File: src/rtl/uart_rx.sv
`default_nettype none
// ============================================================================
// Module   : uart_rx
// Desc     : UART receiver for 8-bit frames with optional even parity, one
//            stop bit and break handling. Each frame ends in a one-cycle valid
//            strobe that carries the error flags.
// Revision : 1.0 - initial release
// ============================================================================
module uart_rx #(
    parameter int CLKS_PER_BIT = 8681,
    parameter bit PARITY_EN    = 1'b1
) (
    input  logic       i_Clock,
    input  logic       i_Reset,
    input  logic       i_UART,
    output logic [7:0] o_Data,
    output logic       o_Valid,
    output logic       o_ParityError,
    output logic       o_FrameError,
    output logic       o_Busy
);

    localparam logic [15:0] c_HALF = 16'(CLKS_PER_BIT / 2);
    localparam logic [15:0] c_LAST = 16'(CLKS_PER_BIT - 1);

    typedef enum logic [2:0] {
        S_IDLE   = 3'd0,
        S_START  = 3'd1,
        S_DATA   = 3'd2,
        S_PARITY = 3'd3,
        S_STOP   = 3'd4,
        S_BREAK  = 3'd5
    } state_t;

    state_t      r_state;
    state_t      w_state_next;
    logic        r_rx_meta;
    logic        r_rx_s;
    logic [15:0] r_count;
    logic [2:0]  r_bit_idx;
    logic [7:0]  r_shift;
    logic        r_par_err;
    logic        w_half_hit;
    logic        w_bit_hit;

    assign w_half_hit = (r_count == c_HALF);
    assign w_bit_hit  = (r_count == c_LAST);
    assign o_Busy     = (r_state != S_IDLE);

    // Line idles high, so the synchronizer resets to 1 to avoid a false start
    always_ff @(posedge i_Clock or posedge i_Reset) begin
        if (i_Reset) begin
            r_rx_meta <= 1'b1;
            r_rx_s    <= 1'b1;
        end else begin
            r_rx_meta <= i_UART;
            r_rx_s    <= r_rx_meta;
        end
    end

    always_ff @(posedge i_Clock or posedge i_Reset) begin
        if (i_Reset) begin
            r_state <= S_IDLE;
        end else begin
            r_state <= w_state_next;
        end
    end

    always_comb begin
        w_state_next = r_state;
        case (r_state)
            S_IDLE: begin
                if (!r_rx_s) w_state_next = S_START;
            end
            S_START: begin
                if (w_half_hit) w_state_next = r_rx_s ? S_IDLE : S_DATA;
            end
            S_DATA: begin
                if (w_bit_hit && (r_bit_idx == 3'd7))
                    w_state_next = PARITY_EN ? S_PARITY : S_STOP;
            end
            S_PARITY: begin
                if (w_bit_hit) w_state_next = S_STOP;
            end
            S_STOP: begin
                // Low stop bit means break; hold off until the line recovers
                if (w_bit_hit) w_state_next = r_rx_s ? S_IDLE : S_BREAK;
            end
            S_BREAK: begin
                if (r_rx_s) w_state_next = S_IDLE;
            end
            default: w_state_next = S_IDLE;
        endcase
    end

    always_ff @(posedge i_Clock or posedge i_Reset) begin
        if (i_Reset) begin
            r_count   <= 16'd0;
            r_bit_idx <= 3'd0;
            r_shift   <= 8'd0;
            r_par_err <= 1'b0;
        end else begin
            case (r_state)
                S_START: begin
                    if (w_half_hit) begin
                        r_count   <= 16'd0;
                        r_bit_idx <= 3'd0;
                    end else begin
                        r_count <= r_count + 16'd1;
                    end
                end
                S_DATA: begin
                    if (w_bit_hit) begin
                        r_count   <= 16'd0;
                        r_bit_idx <= r_bit_idx + 3'd1;
                        r_shift   <= {r_rx_s, r_shift[7:1]};
                    end else begin
                        r_count <= r_count + 16'd1;
                    end
                end
                S_PARITY: begin
                    if (w_bit_hit) begin
                        r_count   <= 16'd0;
                        r_par_err <= (^r_shift) ^ r_rx_s;
                    end else begin
                        r_count <= r_count + 16'd1;
                    end
                end
                S_STOP: begin
                    if (w_bit_hit) r_count <= 16'd0;
                    else           r_count <= r_count + 16'd1;
                end
                default: r_count <= 16'd0;
            endcase
        end
    end

    always_ff @(posedge i_Clock or posedge i_Reset) begin
        if (i_Reset) begin
            o_Data        <= 8'd0;
            o_Valid       <= 1'b0;
            o_ParityError <= 1'b0;
            o_FrameError  <= 1'b0;
        end else begin
            o_Valid <= 1'b0;
            if ((r_state == S_STOP) && w_bit_hit) begin
                o_Valid       <= 1'b1;
                o_Data        <= r_shift;
                o_ParityError <= PARITY_EN & r_par_err;
                o_FrameError  <= ~r_rx_s;
            end
        end
    end

endmodule
`default_nettype wire

File: config.mk
export PLATFORM = sky130hd
export DESIGN_NAME = uart_rx
export DESIGN_NICKNAME = d
export VERILOG_FILES = /design/src/rtl/uart_rx.sv
export SDC_FILE = /design/constraint.sdc
export NUM_CORES = 1
export LEC_CHECK = 0
export BUFFER_PORTS_ARGS = -buffer_cell sky130_fd_sc_hd__buf_2
export CORE_MARGIN = 5
export CORE_UTILIZATION = 40
export CTS_BUF_LIST = sky130_fd_sc_hd__clkbuf_8
export DETAILED_ROUTE_END_ITERATION = 8
export GPL_TIMING_DRIVEN = 0
export HOLD_SLACK_MARGIN = 0.08
export PLACE_DENSITY = 0.58
export RECOVER_POWER = 100
export SLEW_MARGIN = 20
export SYNTH_ARGS = -nofsm -noshare
export SYNTH_HDL_FRONTEND = slang
export SYNTH_SLANG_ARGS = --single-unit
File: constraint.sdc
create_clock -name i_Clock -period 2 [get_ports i_Clock]
set_input_delay 0.4 -clock i_Clock [delete_from_list [all_inputs] [get_ports i_Clock]]
set_output_delay 0.4 -clock i_Clock [all_outputs]
set_load 0.01 [all_outputs]
* Word-level counts from Yosys, hierarchy flattened
Index checks and enable logic that the tools add are counted.
** Storage, ports and cells
- Register bits :: 44
- Input bits :: 3
- Word-level logic and storage cells :: 57
** Cells by class
- Add/subtract/negate cells :: 2
- Eq/ne operators :: 15
- Mux-type cells :: 16
- Bitwise logic cells :: 2
- Reduce and logical (&&, ||, !) cells :: 11
** Operator list (number)
- 2-to-1 mux 16 bit :: 2
- one-hot mux 16 bit (2 select lines) :: 1
- 2-to-1 mux 3 bit :: 9
- one-hot mux 3 bit (6 select lines) :: 1
- adder 16 x 1 -> 16 bit, second input constant :: 1
- equality test 16 x 13 -> 1 bit, second input constant :: 1
- equality test 16 x 14 -> 1 bit, second input constant :: 1
- != test 2 bit, second input constant :: 7
- equality test 3 bit, second input constant :: 3
- parity 8 bit :: 1
- equality test 3 x 2 -> 1 bit, second input constant :: 2
- one-hot mux 3 bit (2 select lines) :: 1
- AND reduction 6 bit :: 1
- AND reduction 2 bit :: 2
- adder 3 x 1 -> 3 bit, second input constant :: 1
- equality test 3 x 1 -> 1 bit, second input constant :: 1
- logical NOT 3 bit :: 1
- AND reduction 3 bit :: 1
- nonzero test 3 bit :: 1
- OR reduction 3 bit :: 1
- logical AND 1 bit :: 2
- 2-to-1 mux 2 bit :: 1
- nonzero test 2 bit :: 1
- 2-to-1 mux 1 bit :: 1
- 2 further kinds :: 2

* Depth between registers and ports, before layout
- Word-level depth :: 4
- Gate-level depth with buffers :: 8
- Gate-level depth less buffers :: 7

* Worst setup path after synthesis
Ideal clock, no wire load.
- Path type :: reg-to-reg
- Start :: reg r_count[9]
- End :: reg r_bit_idx[0]
- Setup time :: 128 ps
- Data arrival time :: 2085 ps
- Data required time :: 1872 ps
- Path slack :: -212 ps
- Cell stages (with the launch flop) :: 6
- Path buffers :: 0
- Period minus slack after synthesis :: 2212 ps
- Path through :: dfrtp_1 or4_4 nor4_4 nand2_2 a21oi_4 mux2_1
** On the way
- Cells in the longest elaborated chain, start to end :: 3
- Elaborated cells between the ends (all ways) :: 5
** Ends and longest elaborated chain
- start: declaration :: RTL line 39 : logic [15:0] r_count;
- start signal: assignment :: RTL line 109 : r_count <= r_count + 16'd1;
- start signal: assignment :: RTL line 118 : r_count <= r_count + 16'd1;
- start signal: assignment :: RTL line 126 : r_count <= r_count + 16'd1;
- equality test 16 x 14 -> 1 bit / equality test 16 x 13 -> 1 bit (equally long branches) :: RTL line 47, 46
- != test 2 bit (no source line)
- AND reduction 3 bit (no source line) (*)
- end signal: assignment :: RTL line 115 : r_bit_idx <= r_bit_idx + 3'd1;
- end: declaration :: RTL line 40 : logic [2:0] r_bit_idx;
Mark *: on every way between the ends. The rest lies on a longest branch, timed or not.
A chain may end at the register's enable or synchronous reset.

* Worst setup path after layout
- Start :: reg r_count[1]
- End :: reg r_state[2]
** On the way
- Cells in the longest elaborated chain, start to end :: 4
- Elaborated cells between the ends (all ways) :: 8
** Ends and longest elaborated chain
- equality test 16 x 14 -> 1 bit :: RTL line 47 : assign w_bit_hit = (r_count == c_LAST);
- logical AND 1 bit :: RTL line 79 : if (w_bit_hit && (r_bit_idx == 3'd7))
- != test 2 bit (no source line)
- AND reduction 6 bit (no source line) (*)
- end signal: assignment :: RTL line 65 : r_state <= w_state_next;
- end: declaration :: RTL line 35 : state_t r_state;
Marks and branches as above.

==> results.py <==
metrics = {
    "die": {
        "initial_utilization_pct": 40.94,
        "die_h_um": 82.30,
        "dieArea_mm2": 0.006772,
        "num_io_pins": 15,
        "die_x_um": 82.30,
        "rows": 26,
        "design.core.area_mm2": 0.005107,
    },
    "critical_path": {
        "r2r-start": "r_count[1]",
        "cp_cell_sequence": "inv_1 > ha_2 > or4bb_4 > nor4_4 > nor2_4 > nor4_4 > mux2_4",
        "worst-path-max-fanout": 4,
        "reg2reg_slack_ns": -0.21,
        "arrival_ns": 2.39,
        "reg2reg_depth": 7,
        "startpoint_type": "register",
        "required_ns": 2.19,
        "path_depth": 7,
        "cpMaxStageDelayCell": "or4bb_4",
        "endpoint_kind": "register",
        "startpoint": "r_count[1]",
        "crit_family": "simple AND/OR/NAND/NOR gates",
        "slowest_delay_ns": 0.46,
        "crit_end": "r_state[2]",
        "cpMostUsedCell": "nor4_4",
        "crit_buf_inv": 1,
        "critical_path_class": "register to register",
        "regToRegEndpoint": "r_state[2]",
    },
    "clock_tree": {
        "htree_levels": 2,
        "cts_max_path_buffers": 2,
        "clock-sinks": 44,
        "clk_pin_slew_ns": 0.09,
        "ctsHoldBuffers": 0,
        "cts_buffers": 5,
        "cts-root-buf": "clkbuf_8",
        "clock_latency_ns": 0.29,
        "cts_tree": "done",
    },
    "detailed_routing": {
        "first_iter_violations": 78,
        "dr.pass1.iters": 4,
        "drtAntennaViolNets": 0,
        "post_drt_wl_per_cell_um": 15.18,
        "routed_via_density": 5.043,
        "drc": 0,
        "routed_wl_um": 4540,
        "dr_total_vias": 1508,
    },
    "layout": {
        "area_delta_synth_final_pct": 30.88,
        "fin_util_pct": 53.58,
        "finalNonFillerCells": 299,
        "nets": 235,
        "diodes": 0,
        "layout-drive-gt1-share_pct": 33.19,
        "mostFrequentLayoutCells": "dfrtp_1, nor2_1, buf_4, xnor2_1",
        "final_common_cell": "dfrtp_1",
    },
    "global_routing": {
        "grt_pass1_vias": 1624,
        "track_usage_pct": 14.98,
        "grt_start_max_net_pins": 24,
        "antenna_found_initial": 0,
        "grt_pass1_wl_um": 7748,
        "grt_overflow_total": 0,
    },
    "outcome": {
        "violations": "negative setup slack",
        "status": "finished with violations",
    },
    "logic_synthesis": {
        "ys_seq_area_share_pct": 52.78,
        "yosys-top-cells-area": "dfrtp_1, mux2_1, xnor2_1, mux2_2, nor2_1",
        "synth_seq_cells": 44,
        "synth_nets": 189,
        "synth_cells": 182,
        "synth_largest_area_cell": "dfrtp_1",
        "synth_edf_count": 0,
        "post-synth-top-area-fraction_pct": 50.27,
        "yosysUniqueCellTypes": 39,
        "mappedNetlistArea_mm2": 0.002091,
        "synthArstFlopShare_pct": 100.0,
        "ys_warn_count": 0,
        "synth-main-ff-cell": "dfrtp_1",
        "avgSynthCellArea_um2": 11.49,
    },
    "pwr": {
        "p_total_mw": 1.632,
        "cellLeakagePower_nw": 1.292,
        "ir_drop_uv": 478.2,
        "power_density_mw_per_mm2": 596.4,
    },
    "sta": {
        "finalCritPeriodShare_pct": 110.3,
        "relSlewSlack_pct": 44.69,
        "report.final.slew_viol_count": 0,
        "setup_ws_ns": -0.2055,
        "finalHoldViolCount": 0,
        "max_freq_mhz": 453.4,
        "fin_skew_ns": 0.01258,
        "rsz0062_at_grt": "true",
        "worstMarginPinSlew_ns": 0.8287,
        "fin_crit_ns": 2.206,
        "setup_viol": 38,
    },
    "placement": {
        "post-place-cells": 267,
        "dp_hpwl_um": 2905,
        "place.gp.congestion": 0.8109,
        "portBuffers": 14,
        "pre_cts_ws_ns": -0.4440,
    },
    "flow_run": {
        "drv_cap": 0,
    },
    "min_path": {
        "hp-class": "input pin to register",
    },
}
[per-layer routing]
| metal | routed length (um) | part of all wire, % | global-route usage [%] | vias to the layer above |
|---|---|---|---|---|
| met3 | 160 | 3.5 | 4.121 | 2 |
| met2 | 2442 | 54 | 27.24 | 31 |
| met4 | 19 | 0.42 | 3.654 | 0 |
| met1 | 1918 | 42 | 17.26 | 762 |
| li1 | - | - | - | 713 |
| met5 | 0 | 0 | 0 | - |
[through the flow]
| stage | hold WS (ns) | cell area [um2] | setup TNS [ns] |
|---|---|---|---|
| 6_report | 0.1914 | 2736 | -4.531 |
| 5_1_grt | 0.1702 | 2736 | -7.457 |
| 4_1_cts | 0.1383 | 2685 | -3.556 |
| 3_5_place_dp | 0.3505 | 2315 | -9.616 |
| 3_3_place_gp | 0.3470 | 2287 | -8.424 |
| 2_1_floorplan | 0.3452 | 2130 | -1.081 |
[worst min path at each step]
stage                     cells past startpoint         end  startpoint  slack (ns)
final                                         1   r_rx_meta      i_UART        0.19
after floorplan                               0      r_rx_s   r_rx_meta        0.35
after global routing                          1   r_rx_meta      i_UART        0.17
after global placement                        0      r_rx_s   r_rx_meta        0.35
after CTS                                     2  r_count[3]     i_Reset        0.14
after detailed placement                      0      r_rx_s   r_rx_meta        0.35
[what timing repair did]
action	4_1_cts	5_1_grt
buffers inserted	20	4
endpoints found under the setup margin	41	41
cloned	1	1
pin swaps	9	4
gates resized for setup	21	10
[cell usage after synthesis, types with 2 or more instances]
master,n
xor2_1,9
dfrtp_1,42
ha_1,4
dfstp_2,2
nor3_1,3
xnor2_1,13
mux2i_1,2
mux2_1,12
or4bb_1,3
o21ai_0,2
nor2_1,23
buf_2,2
clkbuf_1,2
nand2_1,10
nand3_1,8
nand4_1,3
mux2_2,8
inv_1,9
or3_1,3
a21oi_1,3
[cells by family (layout without fill, tap and decap cells)]
kind of cell	after synthesis	count (layout)	share of synthesized area [%]
xor gates and xnor gates	22	22	9.216
buffers and inverters	13	60	2.454
adders and majority gates	4	4	2.394
AOI/OAI and AO/OA	11	11	3.830
muxes	22	22	11.73
DFF	44	44	52.78
and+or+nand+nor	66	66	17.60
[area by class of cell]
class                           count  area (um2)
Fill cell                         448        2371
Sequential cell                    44        1105
Multi-Input combinational cell    125        1062
Timing Repair Buffer               40       296.5
Tap cell                           70       87.58
Clock buffer                        6       82.58
Clock inverter                      2       38.79
Inverter                            9       33.78
Buffer                              3       30.03
[where the power goes]
part | leakage [nW] | internal [mW] | switching, mW
clock | 0.0614 | 0.409 | 0.304
sequential | 0.591 | 0.893 | 0.00289
combinational | 0.639 | 0.00470 | 0.0189
total | 1.29 | 1.31 | 0.326
[flip-flops by register name, indices dropped and copies added (netlist names)]
| signal | flops |
|---|---|
| r_shift | 8 |
| r_bit_idx | 3 |
| r_state | 3 |
| o_FrameError | 1 |
| r_rx_s | 1 |
| o_ParityError | 1 |
| r_rx_meta | 1 |
| o_Data | 8 |
| r_par_err | 1 |
| r_count | 16 |
| o_Valid | 1 |
No activity file was read; power rests on OpenSTA's default activity.
